<file path="config.mk">
export PLATFORM = sky130hd
export DESIGN_NAME = alu_decoder
export DESIGN_NICKNAME = d
export VERILOG_FILES = /design/src/rtl/alu_decoder.sv
export SDC_FILE = /design/constraint.sdc
export NUM_CORES = 1
export LEC_CHECK = 0
export ABC_AREA = 1
export CORE_AREA = 2 2 39 41
export CTS_BUF_LIST = sky130_fd_sc_hd__clkbuf_16
export CTS_CLUSTER_SIZE = 30
export DETAILED_ROUTE_END_ITERATION = 16
export DIE_AREA = 0 0 41 43
export PLACE_DENSITY = 0.47
export SLEW_MARGIN = 15
export SYNTH_ARGS = -nofsm -noshare
export SYNTH_HDL_FRONTEND = slang
export SYNTH_SLANG_ARGS = --single-unit
</file>
<file path="constraint.sdc">
create_clock -name clk -period 0.8 [get_ports clk]
set_input_delay 0.08 -clock clk [delete_from_list [all_inputs] [get_ports clk]]
set_output_delay 0.08 -clock clk [all_outputs]
set_load 0.01 [all_outputs]
</file>
<file path="src/rtl/alu_decoder.sv">
// ALU decoder: maps data-processing cmd/S to ALU select, flag-write enables,
// write-back suppression and illegal-op indication, all registered.
module alu_decoder (
    input  logic       clk,
    input  logic       reset,
    input  logic [4:0] Funct40,
    input  logic       ALUOp,
    output logic [1:0] ALUControl,
    output logic [1:0] FlagW,
    output logic       NoWrite,
    output logic       Illegal
);

    localparam logic [3:0] CMD_AND = 4'b0000;
    localparam logic [3:0] CMD_SUB = 4'b0010;
    localparam logic [3:0] CMD_ADD = 4'b0100;
    localparam logic [3:0] CMD_CMP = 4'b1010;
    localparam logic [3:0] CMD_ORR = 4'b1100;

    localparam logic [1:0] OP_ADD = 2'b00;
    localparam logic [1:0] OP_SUB = 2'b01;
    localparam logic [1:0] OP_AND = 2'b10;
    localparam logic [1:0] OP_ORR = 2'b11;

    logic [3:0] cmd_s;
    logic       s_bit_s;
    logic [1:0] alu_control_s;
    logic [1:0] flag_w_s;
    logic       no_write_s;
    logic       illegal_s;

    assign cmd_s   = Funct40[4:1];
    assign s_bit_s = Funct40[0];

    // Next-cycle decode of the command field; logical ops never touch C,V.
    always_comb begin
        alu_control_s = OP_ADD;
        flag_w_s      = 2'b00;
        no_write_s    = 1'b0;
        illegal_s     = 1'b0;
        if (ALUOp) begin
            case (cmd_s)
                CMD_ADD: begin
                    alu_control_s = OP_ADD;
                    flag_w_s      = s_bit_s ? 2'b11 : 2'b00;
                end
                CMD_SUB: begin
                    alu_control_s = OP_SUB;
                    flag_w_s      = s_bit_s ? 2'b11 : 2'b00;
                end
                CMD_AND: begin
                    alu_control_s = OP_AND;
                    flag_w_s      = s_bit_s ? 2'b10 : 2'b00;
                end
                CMD_ORR: begin
                    alu_control_s = OP_ORR;
                    flag_w_s      = s_bit_s ? 2'b10 : 2'b00;
                end
                CMD_CMP: begin
                    alu_control_s = OP_SUB;
                    flag_w_s      = 2'b11;
                    no_write_s    = 1'b1;
                end
                default: begin
                    // Unsupported op must not modify flags or registers.
                    alu_control_s = OP_ADD;
                    flag_w_s      = 2'b00;
                    no_write_s    = 1'b1;
                    illegal_s     = 1'b1;
                end
            endcase
        end else begin
            alu_control_s = OP_ADD;
            flag_w_s      = 2'b00;
            no_write_s    = 1'b0;
            illegal_s     = 1'b0;
        end
    end

    // Output register; reset wins over decode even with unknown inputs.
    always_ff @(posedge clk) begin
        if (reset) begin
            ALUControl <= 2'b00;
            FlagW      <= 2'b00;
            NoWrite    <= 1'b0;
            Illegal    <= 1'b0;
        end else begin
            ALUControl <= alu_control_s;
            FlagW      <= flag_w_s;
            NoWrite    <= no_write_s;
            Illegal    <= illegal_s;
        end
    end

endmodule

</file>
==> reports/qor.txt, run 1 <==
Fin. max-slew vios = 0
Number of iterations in the first detailed-routing pass = 1
Cell type contributing the most total cell area after synthesis = dfxtp_1
# DRC = 0
Total via count after detailed routing = 262
Total number of nets in the final design = 62
Synth-to-Final Area Change = 84.54%
Worst endpoint required time = 950 ps
Achievable clock frequency = 1.322 GHz
Setup repair after global routing missed its margin = yes
Leakage dissipation = 0.0002412 uW
Effective utilization at floorplan = 18.72%
Post-synth top area share = 46.38%
Flip-flop and latch count after synthesis = 6
DRC violation total after the first TritonRoute iteration = 0
Layout cell share with drive strength beyond 1 = 40.38%
Area enclosed by the die boundary = 1763 um^2
Total detailed-routing wirelength = 539 um
Instance area at placement = 409.1 um^2
Fill count = 159
Post-Synthesis Net Count = 44
Syn. warnings = 0
Crit path capture type = flip-flop
Setup TNS Final = 0 ps
Worst-case clock buffer depth = 2
Worst setup path category = in -> reg
# hold bufs at CTS = 0
Max cap viols = 0
Sequential area share after synthesis = 46.38%
Met3 track demand over resource = 3.141%
Synthesized area = 259.0 um^2
Leading post-synthesis cells by cell area = dfxtp_1 46%, inv_1 10%, nand2_1 10%
GRT met2 Usage = 9.688%
Max_slew headroom = 88.45%
Buffers on Ports = 13
Peak supply drop = 0.5864 mV
Period utilisation layout = 94.57%
Die W = 41 um
I/O pins = 14
Number of instances in the synthesized netlist = 36
Min Tclk post-route = 756.5 ps
Die height = 43 um
Row count = 14
P per Cell Area = 2542 nW/um^2
Remaining antenna violation count = 0
Endpoint arrival time on the critical path = 910 ps
Syn Area/Cell = 7.194 um^2
Number of antenna violations at the first check in global routing = 0
Buffer count from post-CTS setup fixing = 0
Worst slew pin tran = 173.2 ps
CTS tree = yes
Number of global-route vias before repair = 229
Wire length of the first global-routing pass = 848 um
GRT overflow = 0
Ant diodes = 0
Met1 Use GR = 8.626%
Largest fanout on the critical path = 5
Clock transition time at the flip-flop clock pins of the worst setup and hold paths = 30 ps
Setup Viol. Count Final = 0
Placeable core area = 1384 um^2
Root buf cell = clkbuf_16
Kind of start point of the critical path = primary input
Detailed placement HPWL = 402.6 um
Final count of hold timing violations = 0
Post-DR vias/cell = 3.853
Final cell area excluding filler cells = 478.0 um^2
GRT Overall Usage = 7.315%
Clock Sinks = 6
Largest net degree at the start of global routing = 6
Worst min-delay path category = in -> reg
Count of cell types in the netlist = 10
Result of the run = completed
GPL Wtd Cong = 0.6973
Inserted Clock Buffers = 3
Depth of the CTS H-tree = 1
Detailed-route wire length per cell = 7.926 um
Global routing's busiest layer = met2
==> routing by layer <==
metal  part of all wire, %  wire (um)  vias to the layer above
met5                     0          0                        -
met3                   5.8         31                        0
met2                    50        268                        8
met1                    44        239                      112
met4                     0          0                        0
li1                      -          -                      142
==> Yosys cell counts (all sizes together) <==
master  count
a21oi       1
nand2      11
nand3       2
nor2        6
dfxtp       6
nor3        2
a31oi       1
inv         7
==> kinds of logic (layout without fill, tap and decap cells) <==
| logic type | count (synthesis) | count (layout) | synth area share (%) |
|---|---|---|---|
| AO/OA/AOI/OAI | 2 | 2 | 4.348 |
| buffers and inverters | 7 | 23 | 10.15 |
| flip-flops | 6 | 6 | 46.38 |
| AND/OR/NAND/NOR | 21 | 21 | 39.13 |
==> cell type report <==
cell class / count / area, um^2 / share of cell area (%)
clock buffers: 3 / 75.07 / 15.71
inverters: 7 / 26.28 / 5.497
multi-input cells: 23 / 140.1 / 29.32
flip-flops and latches: 6 / 120.1 / 25.13
well taps: 16 / 20.02 / 4.188
repair buffers: 13 / 96.34 / 20.16
==> power breakdown <==
part           switching [uW]  total [uW]  leakage [uW]  internal (uW)
sequential               2.07         314     0.0000490            312
combinational            59.0         111      0.000155           52.1
clock                     150         790     0.0000370            640
total                     211        1220      0.000241           1000
==> state kept, by name, indices dropped and copies added (netlist names) <==
signal / cells
ALUControl: 2
FlagW: 2
Illegal: 1
NoWrite: 1
==> worst max-delay path, cell delays in order <==
cell and delay [ps]:
clkdlybuf4s50_1 450, inv_1 50, nor2_2 100, inv_2 80
nor3_2 150
==> cells in the final DEF, fill, tap and decap left out <==
cell type,synthesis,routed
clkdlybuf4s15_1,0,1
inv_1,7,6
dfxtp_1,6,6
nand2_2,4,3
nor3_2,0,2
a31oi_1,1,1
nor2_2,3,3
inv_2,0,1
dlygate4sd2_1,0,3
nand2_1,7,7
nand2_4,0,1
nand3_2,0,1
a21oi_1,1,1
nor2_4,0,1
nand3_1,2,1
nor2_1,3,2
buf_2,0,6
clkbuf_16,0,3
clkdlybuf4s50_1,0,3
==> repair_timing <==
action | in CTS | in global routing
resized for setup | 31 | 5
pin swaps | 2 | 0
gates cloned | 0 | 0
setup endpoints to repair | 12 | 3
==> worst paths after layout <==
path,startpoint,to,slack (ps),depth (start not counted)
min,Funct40[4],FlagW[0]$_SDFF_PP0_,360,3
max,ALUOp,NoWrite$_SDFF_PP0_,40,5
==> stage by stage <==
| step | hold WS [ps] | total power (uW) | instances | setup WS [ps] | utilization, % |
|---|---|---|---|---|---|
| 4_1_cts | 344.8 | 1227 | 68 | 18.83 | 33.00 |
| 6_report | 356.0 | 1215 | 68 | 43.46 | 34.54 |
| 2_1_floorplan | 229.2 | 366.2 | 36 | 206.7 | - |
| 3_3_place_gp | 707.0 | 433.7 | 65 | -368.9 | 29.57 |
| 5_1_grt | 390.6 | 1266 | 68 | -14.40 | 34.54 |
| 3_5_place_dp | 716.1 | 435.1 | 65 | -371.9 | 29.57 |
Note: power is estimated with default switching activity, not from simulation.
==> run 2, diff against run 1 <==
--- a/config.mk
+++ b/config.mk
@@ -6,12 +6,14 @@
 export NUM_CORES = 1
 export LEC_CHECK = 0
 export ABC_AREA = 1
+export CELL_PAD_IN_SITES_DETAIL_PLACEMENT = 0
+export CELL_PAD_IN_SITES_GLOBAL_PLACEMENT = 1
 export CORE_AREA = 2 2 39 41
 export CTS_BUF_LIST = sky130_fd_sc_hd__clkbuf_16
 export CTS_CLUSTER_SIZE = 30
 export DETAILED_ROUTE_END_ITERATION = 16
 export DIE_AREA = 0 0 41 43
-export PLACE_DENSITY = 0.47
+export PLACE_DENSITY = 0.65
 export SLEW_MARGIN = 15
 export SYNTH_ARGS = -nofsm -noshare
 export SYNTH_HDL_FRONTEND = slang
==> run 2 against run 1 <==
Effect of this change:
- cell count rose by 2.9%
- maximum frequency grew 4.8%
- sequential share of layout area decreased by 0.64 points
- non-clock buffer count is 2 higher
- via count is 0.38% lower
- first-iteration DRC count up 3
==> reports/qor.txt, run 2 (synthesis gave the netlist of run 1 again) <==
Result of the run = completed
Instance area at placement = 409.1 um^2
Most used cells in the layout excluding fill and tap cells = 6 x dfxtp_1, 6 x inv_1, 6 x nand2_1, 6 x buf_2, 5 x nand2_2
Worst Hold Path Cells = 4
Combinational group share of total power = 9.2%
Remaining antenna violation count = 0
Synth-to-Final Area Change = 89.37%
GPL Wtd Cong = 0.5982
Inserted Clock Buffers = 3
Crit-path max cell delay = 300 ps
Row count = 14
GRT overflow = 0
Area enclosed by the die boundary = 1763 um^2
Wire length of the first global-routing pass = 841 um
Buffers & Inverters on Critical Path = 1
Placeable core area = 1384 um^2
Slowest CP cell = dfxtp_1
Detailed placement HPWL = 374 um
# DRC = 0
Total number of nets in the final design = 64
Fill count = 162
DRC violation total after the first TritonRoute iteration = 3
Period utilisation layout = 90.25%
Die W = 41 um
P_sw = 216.3 uW
Detailed-route wire length per cell = 7.486 um
Largest fanout on the critical path = 1
Crit path capture type = primary output
Min Tclk post-route = 722.0 ps
Leakage dissipation = 0.0002743 uW
Fin. max-slew vios = 0
CTS tree = yes
Depth of the CTS H-tree = 1
Peak supply drop = 0.4753 mV
Number of antenna violations at the first check in global routing = 0
Clock transition time at the flip-flop clock pins of the worst setup and hold paths = 30 ps
Worst-case clock buffer depth = 2
Total detailed-routing wirelength = 524 um
Largest net degree at the start of global routing = 6
Number of iterations in the first detailed-routing pass = 2
Switching fraction of total power = 17.67%
Root buf cell = clkbuf_16
GRT Overall Usage = 7.831%
Instance count after placement with tap cells included = 65
Achievable clock frequency = 1.385 GHz
Final cell area excluding filler cells = 490.5 um^2
P per Cell Area = 2496 nW/um^2
Clock Sinks = 6
Worst Hold Path EP = FlagW[1]$_SDFF_PP0_
Worst path top cell family by delay = flip-flops
Total via count after detailed routing = 261
Seq. cell area = 120.1 um^2
Number of global-route vias before repair = 218
Number of standard cells in the final layout excluding fillers = 70
Effective utilization at floorplan = 18.72%
Worst hold path startpoint = reset
Final count of hold timing violations = 0
Worst setup path category = reg -> out
Stages on worst setup path = 1
Setup Viol. Count Final = 0
Setup TNS Final = 0 ps
Buffers on Ports = 13
Multi-input combinational cell area = 132.6 um^2
Internal Pwr Total = 1008 uW
Relative contribution of the clock network to total power = 65.1%
Kind of start point of the critical path = flip-flop
Worst endpoint required time = 720 ps
Biggest regs = ALUControl: 2 flops, FlagW: 2 flops
# hold bufs at CTS = 0
Max cap viols = 0
Worst min-delay path category = in -> reg
Setup repair after global routing missed its margin = no
Worst hold-check slack = 152.4 ps
Portion of total power attributed to sequential cells = 25.7%
Post-DR vias/cell = 3.729
Layout cell share with drive strength beyond 1 = 44.44%
Cell chain of the critical path = buf_2
Power Total = 1224 uW
I/O pins = 14
Max_slew headroom = 87.71%
Endpoint arrival time on the critical path = 640 ps
Worst slew pin tran = 183.8 ps
Ant diodes = 0
Die height = 43 um
==> run 2: cell count changes in the layout (fill, tap and decap cells not counted) <==
cell             before  now
buf_4                 0    2
nor2_2                3    4
nand2_4               1    0
nand2_2               3    5
nor2_4                1    0
dlymetal6s2s_1        0    2
clkdlybuf4s50_1       3    1
nand2_1               7    6
==> run 2: area by class of cell <==
class	instances	area share [%]
Clock buffer	3	15.31
Timing Repair Buffer	15	23.72
Sequential cell	6	24.49
Tap cell	16	4.082
Inverter	7	5.357
Multi-Input combinational cell	23	27.04
==> run 2: metal layers <==
metal | part of all wire [%] | global-route usage (%) | routed length [um]
met1 | 38 | 8.360 | 197
met2 | 45 | 9.688 | 237
met3 | 13 | 3.141 | 68
met4 | 4.0 | 10.00 | 21
met5 | 0 | 0 | 0
==> run 2: through the flow <==
stage                     utilization, %  setup WS, ps
after floorplan                        -         206.7
after global placement             29.57        -362.8
after detailed placement           29.57        -364.9
after CTS                          32.64         7.206
after global routing               35.44         9.068
final                              35.44         78.00
==> run 2: timing repair <==
action	CTS	global route
gates resized for setup	30	7
pin swaps	1	7
setup endpoints to repair	12	4
setup buffers	0	2
gates cloned	0	0
endpoints found under the hold margin	0	0
==> run 2: how the worst max path moves through the flow <==
stage / startpoint / end / slack [ps]
4_1_cts: ALUOp / NoWrite$_SDFF_PP0_ / 7
3_3_place_gp: Funct40[4] / FlagW[1]$_SDFF_PP0_ / -360
6_report: FlagW[0]$_SDFF_PP0_ / FlagW[0] / 80
3_5_place_dp: Funct40[2] / FlagW[1]$_SDFF_PP0_ / -360
5_1_grt: Funct40[4] / FlagW[1]$_SDFF_PP0_ / 9
2_1_floorplan: Funct40[2] / FlagW[1]$_SDFF_PP0_ / 210
==> run 2: power groups by stage <==
stage / Clock (uW) / Sequential (uW) / Combinational, uW
after floorplan: 0 / 325 / 40.8
final: 798 / 314 / 113
after detailed placement: 0 / 319 / 115
after global placement: 0 / 319 / 115
after global routing: 819 / 315 / 127
after CTS: 809 / 314 / 99.8
